==> src/rtl/iomem_dbg_if.sv <==
// ---------------------------------------------------------------------------
// iomem_dbg_if
//   Bundles the three interfaces of the iomem debug bridge:
//     rx_*     upstream command byte stream (UART RX decoder -> bridge)
//     tx_*     downstream response byte stream (bridge -> UART TX encoder)
//     iomem_*  picosoc iomem bus (bridge is the initiator)
//     busy     bridge status
//   modport master : the bridge side (drives iomem requests and tx bytes)
//   modport slave  : the environment side (byte source/sink and responder)
// ---------------------------------------------------------------------------
interface iomem_dbg_if;
  logic [7:0]  rx_data;
  logic        rx_valid;
  logic        rx_ready;
  logic [7:0]  tx_data;
  logic        tx_valid;
  logic        tx_ready;
  logic        iomem_valid;
  logic        iomem_ready;
  logic [3:0]  iomem_wstrb;
  logic [31:0] iomem_addr;
  logic [31:0] iomem_wdata;
  logic [31:0] iomem_rdata;
  logic        busy;

  modport master (
    input  rx_data, rx_valid, tx_ready, iomem_ready, iomem_rdata,
    output rx_ready, tx_data, tx_valid, iomem_valid, iomem_wstrb,
           iomem_addr, iomem_wdata, busy
  );

  modport slave (
    output rx_data, rx_valid, tx_ready, iomem_ready, iomem_rdata,
    input  rx_ready, tx_data, tx_valid, iomem_valid, iomem_wstrb,
           iomem_addr, iomem_wdata, busy
  );
endinterface

==> src/rtl/iomem_dbg_bridge.sv <==
// ---------------------------------------------------------------------------
// iomem_dbg_bridge
//   Debug bus initiator: decodes command frames arriving on a byte stream and
//   issues single-word iomem reads/writes, answering on a byte stream.
//     write frame : 57 A3 A2 A1 A0 D3 D2 D1 D0 -> 06 (ok) / 15 (timeout)
//     read frame  : 52 A3 A2 A1 A0             -> R3 R2 R1 R0 / 15
//     other opcode: -> 3F
// Parameters
//   TIMEOUT : max cycles iomem_valid waits for iomem_ready (1..65535)
// Ports
//   clk   : system clock
//   reset : asynchronous, active-high reset
//   bus   : iomem_dbg_if.master (rx stream, tx stream, iomem bus, busy)
// ---------------------------------------------------------------------------
module iomem_dbg_bridge #(
  parameter int unsigned TIMEOUT = 1024
) (
  input  logic       clk,
  input  logic       reset,
  iomem_dbg_if.master bus
);

  localparam logic [7:0]  OP_WRITE = 8'h57;
  localparam logic [7:0]  OP_READ  = 8'h52;
  localparam logic [7:0]  RSP_ACK  = 8'h06;
  localparam logic [7:0]  RSP_NAK  = 8'h15;
  localparam logic [7:0]  RSP_BAD  = 8'h3F;
  localparam logic [15:0] TMO_LAST = 16'(TIMEOUT - 1);

  typedef enum logic [2:0] {S_IDLE, S_ADDR, S_DATA, S_BUS, S_RESP} state_t;

  state_t      r_state;
  logic [1:0]  r_byte_cnt;    // bytes taken in ADDR/DATA; bytes left in RESP
  logic        r_is_write;
  logic [15:0] r_timer;
  logic [23:0] r_rd_shift;    // remaining read-response bytes, MSB first
  logic [7:0]  r_tx_data;
  logic        r_tx_valid;
  logic        r_iomem_valid;
  logic [3:0]  r_iomem_wstrb;
  logic [31:0] r_iomem_addr;
  logic [31:0] r_iomem_wdata;

  logic w_rx_ready;
  logic w_rx_take;
  logic w_tx_take;

  // The reset term keeps rx_ready low for the whole reset pulse, not just
  // until the state register has settled to IDLE.
  assign w_rx_ready = !reset &&
                      (r_state == S_IDLE || r_state == S_ADDR || r_state == S_DATA);
  assign w_rx_take  = bus.rx_valid & w_rx_ready;
  assign w_tx_take  = r_tx_valid & bus.tx_ready;

  assign bus.rx_ready    = w_rx_ready;
  assign bus.tx_data     = r_tx_data;
  assign bus.tx_valid    = r_tx_valid;
  assign bus.iomem_valid = r_iomem_valid;
  assign bus.iomem_wstrb = r_iomem_wstrb;
  assign bus.iomem_addr  = r_iomem_addr;
  assign bus.iomem_wdata = r_iomem_wdata;
  assign bus.busy        = (r_state != S_IDLE);

  // NOTE: all state updates use non-blocking assignments so every register
  // samples pre-edge values; blocking here would create order-dependent races.
  always_ff @(posedge clk or posedge reset) begin
    if (reset) begin
      r_state       <= S_IDLE;
      r_byte_cnt    <= 2'd0;
      r_is_write    <= 1'b0;
      r_timer       <= 16'd0;
      r_rd_shift    <= 24'd0;
      r_tx_data     <= 8'd0;
      r_tx_valid    <= 1'b0;
      r_iomem_valid <= 1'b0;
      r_iomem_wstrb <= 4'd0;
      r_iomem_addr  <= 32'd0;
      r_iomem_wdata <= 32'd0;
    end else begin
      case (r_state)
        S_IDLE: begin
          if (w_rx_take) begin
            r_byte_cnt <= 2'd0;
            if (bus.rx_data == OP_WRITE || bus.rx_data == OP_READ) begin
              r_is_write <= (bus.rx_data == OP_WRITE);
              r_state    <= S_ADDR;
            end else begin
              r_tx_data  <= RSP_BAD;
              r_tx_valid <= 1'b1;
              r_state    <= S_RESP;
            end
          end
        end

        S_ADDR: begin
          if (w_rx_take) begin
            r_iomem_addr <= {r_iomem_addr[23:0], bus.rx_data};
            r_byte_cnt   <= r_byte_cnt + 2'd1;   // wraps to 0 for DATA
            if (r_byte_cnt == 2'd3) begin
              if (r_is_write) begin
                r_state <= S_DATA;
              end else begin
                r_iomem_valid <= 1'b1;
                r_iomem_wstrb <= 4'h0;
                r_timer       <= 16'd0;
                r_state       <= S_BUS;
              end
            end
          end
        end

        S_DATA: begin
          if (w_rx_take) begin
            r_iomem_wdata <= {r_iomem_wdata[23:0], bus.rx_data};
            r_byte_cnt    <= r_byte_cnt + 2'd1;
            if (r_byte_cnt == 2'd3) begin
              r_iomem_valid <= 1'b1;
              r_iomem_wstrb <= 4'hF;
              r_timer       <= 16'd0;
              r_state       <= S_BUS;
            end
          end
        end

        S_BUS: begin
          // Ready wins over timeout when both land in the same cycle.
          if (bus.iomem_ready) begin
            r_iomem_valid <= 1'b0;
            r_iomem_wstrb <= 4'h0;
            r_tx_valid    <= 1'b1;
            r_state       <= S_RESP;
            if (r_is_write) begin
              r_tx_data  <= RSP_ACK;
              r_byte_cnt <= 2'd0;
            end else begin
              r_tx_data  <= bus.iomem_rdata[31:24];
              r_rd_shift <= bus.iomem_rdata[23:0];
              r_byte_cnt <= 2'd3;
            end
          end else if (r_timer == TMO_LAST) begin
            r_iomem_valid <= 1'b0;
            r_iomem_wstrb <= 4'h0;
            r_tx_data     <= RSP_NAK;
            r_tx_valid    <= 1'b1;
            r_byte_cnt    <= 2'd0;
            r_state       <= S_RESP;
          end else begin
            r_timer <= r_timer + 16'd1;
          end
        end

        S_RESP: begin
          if (w_tx_take) begin
            if (r_byte_cnt == 2'd0) begin
              r_tx_valid <= 1'b0;
              r_state    <= S_IDLE;
            end else begin
              r_tx_data  <= r_rd_shift[23:16];
              r_rd_shift <= {r_rd_shift[15:0], 8'h00};
              r_byte_cnt <= r_byte_cnt - 2'd1;
            end
          end
        end

        default: r_state <= S_IDLE;
      endcase
    end
  end

endmodule

==> src/flat_wrapper.sv <==
// flat-port wrapper written by rule: the top's interface ports become plain ports
module iomem_dbg_bridge_flat 
#(
  parameter int unsigned TIMEOUT = 1024
)
  (clk, reset, bus_rx_data, bus_rx_valid, bus_tx_ready, bus_iomem_ready, bus_iomem_rdata, bus_rx_ready, bus_tx_data, bus_tx_valid, bus_iomem_valid, bus_iomem_wstrb, bus_iomem_addr, bus_iomem_wdata, bus_busy);
  iomem_dbg_if bus_i ();
  input  logic clk;
  input  logic reset;
  input wire logic [$bits(bus_i.rx_data)-1:0] bus_rx_data;
  input wire logic [$bits(bus_i.rx_valid)-1:0] bus_rx_valid;
  input wire logic [$bits(bus_i.tx_ready)-1:0] bus_tx_ready;
  input wire logic [$bits(bus_i.iomem_ready)-1:0] bus_iomem_ready;
  input wire logic [$bits(bus_i.iomem_rdata)-1:0] bus_iomem_rdata;
  output wire logic [$bits(bus_i.rx_ready)-1:0] bus_rx_ready;
  output wire logic [$bits(bus_i.tx_data)-1:0] bus_tx_data;
  output wire logic [$bits(bus_i.tx_valid)-1:0] bus_tx_valid;
  output wire logic [$bits(bus_i.iomem_valid)-1:0] bus_iomem_valid;
  output wire logic [$bits(bus_i.iomem_wstrb)-1:0] bus_iomem_wstrb;
  output wire logic [$bits(bus_i.iomem_addr)-1:0] bus_iomem_addr;
  output wire logic [$bits(bus_i.iomem_wdata)-1:0] bus_iomem_wdata;
  output wire logic [$bits(bus_i.busy)-1:0] bus_busy;
  assign bus_i.rx_data = bus_rx_data;
  assign bus_i.rx_valid = bus_rx_valid;
  assign bus_i.tx_ready = bus_tx_ready;
  assign bus_i.iomem_ready = bus_iomem_ready;
  assign bus_i.iomem_rdata = bus_iomem_rdata;
  assign bus_rx_ready = bus_i.rx_ready;
  assign bus_tx_data = bus_i.tx_data;
  assign bus_tx_valid = bus_i.tx_valid;
  assign bus_iomem_valid = bus_i.iomem_valid;
  assign bus_iomem_wstrb = bus_i.iomem_wstrb;
  assign bus_iomem_addr = bus_i.iomem_addr;
  assign bus_iomem_wdata = bus_i.iomem_wdata;
  assign bus_busy = bus_i.busy;
  iomem_dbg_bridge #(.TIMEOUT(TIMEOUT)) u_core (.clk(clk), .reset(reset), .bus(bus_i));
endmodule
==> config.mk <==
export PLATFORM = sky130hd
export DESIGN_NAME = iomem_dbg_bridge_flat
export DESIGN_NICKNAME = d
export VERILOG_FILES = /design/src/rtl/iomem_dbg_if.sv /design/src/rtl/iomem_dbg_bridge.sv /design/src/flat_wrapper.sv
export SDC_FILE = /design/constraint.sdc
export NUM_CORES = 1
export LEC_CHECK = 0
export CORE_MARGIN = 10
export CORE_UTILIZATION = 50
export CTS_CLUSTER_SIZE = 12
export DETAILED_ROUTE_END_ITERATION = 16
export DONT_BUFFER_PORTS = 1
export PLACE_DENSITY = 0.72
export SETUP_SLACK_MARGIN = 0.1
export SLEW_MARGIN = 20
export SYNTH_ARGS = -nofsm -noshare
export SYNTH_HDL_FRONTEND = slang
export SYNTH_SLANG_ARGS = --single-unit
==> constraint.sdc <==
create_clock -name clk -period 3.35 [get_ports clk]
set_input_delay 0.1675 -clock clk [delete_from_list [all_inputs] [get_ports clk]]
set_output_delay 0.1675 -clock clk [all_outputs]
set_load 0.01 [all_outputs]
==> results of run 1 <==
-- synth_stat cells, types with 3 or more instances --
library cell	count	area [µm²]
buf_4	5	37.5
mux2i_1	4	40.0
a31oi_1	17	106
mux2_1	3	33.8
xor2_1	13	114
nand3_1	19	95.1
a21oi_1	12	60.1
nand2b_1	5	31.3
buf_6	7	78.8
o22ai_1	4	25.0
inv_1	9	33.8
nand2_1	59	221
o21ai_0	9	45.0
o2bb2ai_1	3	26.3
dfrtp_1	121	3030
nor2_1	41	154
clkbuf_1	4	15.0
mux2_2	68	766
buf_2	12	60.1
nand4_1	13	81.3
-- final cells by class --
cell class / instances / area [µm²]
Sequential cell: 121 / 3030
Fill cell: 849 / 4200
Clock buffer: 18 / 428
Clock inverter: 14 / 186
Antenna cell: 1 / 2.50
Inverter: 9 / 37.5
Timing Repair Buffer: 48 / 488
Multi-Input combinational cell: 316 / 2250
Tap cell: 140 / 175
-- cells in the final DEF, fill, tap and decap left out, types with 9 or more instances in the layout --
cell type	n
nor2_1	41
nand3_1	19
dlygate4sd3_1	41
dfrtp_1	121
nand4_1	13
a21oi_1	12
clkbuf_16	16
o21ai_0	9
a31oi_1	17
nand2_1	59
mux2_2	68
xor2_1	13
-- kinds of logic (layout without fill, tap and decap cells) --
logic type      count (synthesis)  count (layout)  share of synthesized area (%)
buf+inv                        39              89                           4.22
xor+xnor                       14              14                           2.23
simple gates                  162             162                           15.0
other cells                     0               1                              0
compound gates                 64              64                           8.13
fa+ha+maj                       1               1                          0.227
flops                         121             121                           55.0
mux                            75              75                           15.2
-- sequential cells by signal, summed over array words and instances (netlist names) --
register	count
u_core.bus.tx_data	8
u_core.r_byte_cnt	2
u_core.r_is_write	1
u_core.r_state	3
u_core.bus.iomem_wdata	32
u_core.bus.tx_valid	1
u_core.r_timer	16
u_core.bus.iomem_valid	1
u_core.bus.iomem_addr	32
u_core.r_rd_shift	24
u_core.bus.iomem_wstrb	1
-- final timing paths --
path	startpoint	endpoint	slack, ns	depth (start not counted)
hold reg to reg	u_core.r_rd_shift[3]	u_core.r_rd_shift[3]	0.47	2
setup / recovery	u_core.r_state[1]	u_core.r_is_write	0.40	7
min in group asynchronous	reset	u_core.bus.iomem_wdata[18]	0.15	2
setup reg to reg	u_core.r_state[1]	u_core.r_is_write	0.40	7
hold / removal	bus_iomem_rdata[25]	u_core.bus.tx_data[1]	0.02	3
max in group asynchronous	reset	u_core.bus.iomem_addr[6]	2.26	4
-- power breakdown --
group	switching (W)	leakage [nW]	total, W	internal, W
Clock	0.000700	0.296	0.00187	0.00117
Combinational	0.000548	1.22	0.000952	0.000404
Sequential	0.000185	1.60	0.00186	0.00167
Total	0.00143	3.12	0.00468	0.00325
-- metrics by stage --
stage          utilization (%)  setup slack, ns  instance area, µm²
2_1_floorplan                -             1.55                5510
3_3_place_gp              51.4             1.02                5550
3_5_place_dp              51.4            0.931                5550
4_1_cts                   60.9            0.410                6570
5_1_grt                   61.1            0.186                6590
6_report                  61.1            0.401                6590
-- layer usage --
layer	up-vias	GRT usage, %	routed length (µm)
li1	1763	-	-
met5	-	0	0
met4	0	4.74	59
met3	4	9.08	1360
met2	120	27.5	6670
met1	1909	18.8	5110
-- worst max-delay path, cell delays in order, from the launching register on --
cell,delay (ns)
dfrtp_1,0.58
a211oi_2,0.57
and2_4,0.28
nand4b_1,0.10
a21oi_1,0.15
dlygate4sd3_1,0.56
nor2_1,0.04
dlygate4sd3_1,0.55
==> run summary, run 1 <==
Mapped cell area = 5510 µm²
Main flop type after synthesis = dfrtp_1
Starting Density = 51.0%
Post-CTS sizing = 0
Fin Hold WS = 0.0221 ns
GRT Residual Overflow = 0
Root Buffer = clkbuf_8
GRT Total Usage = 16.8%
Pleak = 3.12 nW
Ports = 125
CP Data Required Time = 3.74 ns
Number of synthesized flops with an enable pin = 0
Total chip power = 0.00468 W
Num rows = 38
Clock Sinks = 121
Fin. Hold Viols = 0
CTS Buf Count = 17
Final min period = 2.95 ns
Synthesized flop and latch total = 121
Setup Buffers After CTS = 0
DR iter-0 viols = 280
RePlAce Congestion = 0.801
Max-cap violations = 0
Clock Skews = 0.00636 ns
Peak VDD IR = 477 µV
Max_slew headroom = 51.4%
Endpoints failing setup = 0
Period utilisation layout = 88.0%
CTS Buffer Depth = 2
Clock-pin slew on the worst setup and hold paths = 0.06 ns
Cell area power density = 710 nW/µm²
Post-Syn Area per Cell = 11.6 µm²
Detailed placer's ending HPWL = 8.63 mm
Pins over their slew limit = 0
Sequential area share after synthesis = 55.0%
CTS tree = done
Vias in the first global route = 4000
Port Buf Inserts = 0
RSZ-0062 raised after global routing = false
Yosys warnings = 0
Arr. time, crit path = 3.34 ns
Max Clock Freq = 339 MHz
TritonRoute pass-1 iters = 4
TNS Setup = 0 ns
Hold_buf cts = 41
Outcome = complete, no violations
Drt drc = 0
Non-Filler Instances = 667
Share of layout cells above drive strength 1 = 22.6%
Placed insts = 592
First-pass GRT wire length = 21.6 mm
Async SR Flop Fraction = 100%
Core area = 10800 µm²
Worst hold-check path type = in -> reg
Antenna-violating nets left = 0
Synthesized instance count = 476
Routed wire length = 13.2 mm
Worst slew pin tran = 0.729 ns
CP Capture Type = flop
Die Area = 15600 µm²
Die width = 125 µm
DIE HEIGHT = 125 µm
Vias per inst = 5.69
Distinct cells, synth = 53
Post-Syn Nets = 522
Vias = 3796
Crit Path Class = reg -> reg
Syn-to-layout area delta = 19.7%
Initial antenna violation count = 1
WL/cell = 19.8 µm
Clock Latency Late Sink = 0.51 ns
Fin nets = 559
H-tree lvl count = 4
Startpoint Class = flop
Largest net degree at the start of global routing = 77
CP Max Fanout = 16
(Power assumes the default switching activity.)
==> inputs of run 2 (changes only) <==
- GPL_TIMING_DRIVEN: not set -> 0
==> run 2 against run 1 <==
  * Combinational power up 10%
  * Cell count up 3.7%
  * Die area unchanged
  * Non-clock buffer count up 26
  * Via count up 6.3%
  * Power down 1.2%
  * Flip-flop and latch count unchanged
  * Register-to-register slack better by 0.14 ns
  * Critical path depth up 1
  * Largest cell class unchanged
==> run summary, run 2 (synthesis results as in run 1) <==
CTS Buffer Depth = 2 (unchanged)
WL met1 = 5.29 mm (was 5.11 mm)
Routed wire length = 14.0 mm (was 13.2 mm)
Fin nets = 585 (was 559)
Syn-to-layout area delta = 22.1% (was 19.7%)
RSZ-0062 raised after global routing = false (unchanged)
Endpoints failing setup = 0 (unchanged)
Routed wl met2 = 6.88 mm (was 6.67 mm)
H-tree lvl count = 4 (unchanged)
Peak VDD IR = 443 µV (was 477 µV)
RePlAce Congestion = 0.877 (was 0.801)
Pleak = 3.21 nW (was 3.12 nW)
Startpoint Class = flop (unchanged)
TNS Setup = 0 ns (unchanged)
Cell area power density = 688 nW/µm² (was 710 nW/µm²)
Detailed placer's ending HPWL = 9.52 mm (was 8.63 mm)
Largest net degree at the start of global routing = 36 (was 77)
Share of layout cells above drive strength 1 = 25.0% (was 22.6%)
Worst Path Buf+Inv = 3 (was 2)
Most frequent cells in the layout = 121 x dfrtp_1, 68 x mux2_2, 59 x nand2_1, 41 x nor2_1, 41 x dlygate4sd3_1 (unchanged)
Port Buf Inserts = 0 (unchanged)
Die Area = 15600 µm² (unchanged)
Drt drc = 0 (unchanged)
TritonRoute pass-1 iters = 5 (was 4)
N_diodes = 0 (was 1)
Commonest non-fill, non-tap cell in the layout = dfrtp_1 (unchanged)
Max-cap violations = 0 (unchanged)
First-pass GRT wire length = 22.9 mm (was 21.6 mm)
DIE HEIGHT = 125 µm (unchanged)
Clock Skews = 0.00843 ns (was 0.00636 ns)
Final min period = 2.81 ns (was 2.95 ns)
Vias per inst = 5.83 (was 5.69)
Final core utilization = 62.3% (was 61.1%)
Antenna-violating nets left = 0 (unchanged)
GRT Total Usage = 17.9% (was 16.8%)
Max Used Layer = met4 (unchanged)
Worst slew pin tran = 0.700 ns (was 0.729 ns)
CP Data Required Time = 3.74 ns (about the same)
CP Cell Sequence = buf_6 -> a211oi_2 -> and2_4 -> nand4b_1 -> a21oi_1 -> dlygate4sd3_1 -> nor2_1 -> dlygate4sd3_1 (was a211oi_2 -> and2_4 -> nand4b_1 -> a21oi_1 -> dlygate4sd3_1 -> nor2_1 -> dlygate4sd3_1)
Crit-path leading delay family = buffers and inverters (unchanged)
Vias = 4035 (was 3796)
Vias in the first global route = 4210 (was 4000)
Outcome = complete, no violations (unchanged)
Clock Latency Late Sink = 0.51 ns (about the same)
Fin. Hold Viols = 0 (unchanged)
WL/cell = 20.3 µm (was 19.8 µm)
Crit path top cell by count = dlygate4sd3_1 (unchanged)
Worst hold-check path type = in -> reg (unchanged)
Starting Density = 51.0% (unchanged)
Core area = 10800 µm² (unchanged)
Met3 WL post-DR = 1.50 mm (was 1.36 mm)
Period utilisation layout = 84.0% (was 88.0%)
Root Buffer = clkbuf_8 (unchanged)
CP Max Fanout = 7 (was 16)
Max_slew headroom = 53.1% (was 51.4%)
Initial antenna violation count = 0 (was 1)
Clock Sinks = 121 (unchanged)
DR iter-0 viols = 303 (was 280)
Clock-pin slew on the worst setup and hold paths = 0.06 ns (about the same)
Slowest cell on the critical path = dlygate4sd3_1 (was dfrtp_1)
CTS Buf Count = 17 (unchanged)
Ports = 125 (unchanged)
Fin Hold WS = 0.0456 ns (was 0.0221 ns)
CP Capture Type = flop (unchanged)
CTS tree = done (unchanged)
Slowest Stage Delay on Critical Path = 0.56 ns (was 0.58 ns)
Pins over their slew limit = 0 (unchanged)
GRT Residual Overflow = 0 (unchanged)
Arr. time, crit path = 3.21 ns (was 3.34 ns)
Crit Path Class = reg -> reg (unchanged)
Num rows = 38 (unchanged)
Max Clock Freq = 355 MHz (was 339 MHz)
Die width = 125 µm (unchanged)
[run 2: area by class of cell]
type	count	area, µm²
inverters	9	37.5
clock inverters	14	151
fillers	835	4070
clock buffers	18	418
repair buffers	44	470
multi-input cells	316	2250
well taps	140	175
flip-flops and latches	121	3030
plain buffers	30	199
[run 2: routing by layer]
layer | up-vias | global-route usage, %
met4 | 0 | 6.71
met5 | - | 0
met2 | 172 | 29.2
li1 | 1812 | -
met3 | 32 | 9.08
met1 | 2019 | 19.6
[run 2: metrics by stage]
step	setup WS [ns]	power (W)	instances	area (µm²)
2_1_floorplan	1.55	0.00258	476	5510
3_3_place_gp	1.12	0.00279	616	5690
3_5_place_dp	1.24	0.00283	619	5750
4_1_cts	0.545	0.00463	692	6730
5_1_grt	0.344	0.00488	692	6730
6_report	0.537	0.00463	692	6730
[run 2: worst register-to-register path, stage by stage (launching register included)]
cell	delay (ns)
dfrtp_1	0.37
buf_6	0.13
a211oi_2	0.50
and2_4	0.29
nand4b_1	0.10
a21oi_1	0.17
dlygate4sd3_1	0.56
nor2_1	0.04
dlygate4sd3_1	0.55
[run 2: path summary, 6_finish.rpt]
path | from | to | slack (ns) | cells past startpoint
worst max-delay path | u_core.r_state[1] | u_core.r_is_write | 0.54 | 8
worst min-delay path | bus_iomem_rdata[25] | u_core.bus.tx_data[1] | 0.05 | 3
worst min register to register | u_core.r_rd_shift[2] | u_core.r_rd_shift[2] | 0.47 | 2
min in group asynchronous | reset | u_core.bus.iomem_wdata[22] | 0.26 | 2
max in group asynchronous | reset | u_core.bus.iomem_addr[14] | 2.28 | 4
worst max register to register | u_core.r_state[1] | u_core.r_is_write | 0.54 | 8
[run 2: power by group]
group / switching (W) / total (W) / internal [W]
Clock: 0.000669 / 0.00173 / 0.00106
Combinational: 0.000628 / 0.00105 / 0.000423
Sequential: 0.000176 / 0.00185 / 0.00167
[run 2: what timing repair did]
item	CTS	global route
hold buffers	41	0
buffers inserted	0	0
hold endpoints to repair	102	0
gates resized for setup	0	0
setup endpoints to repair	0	0
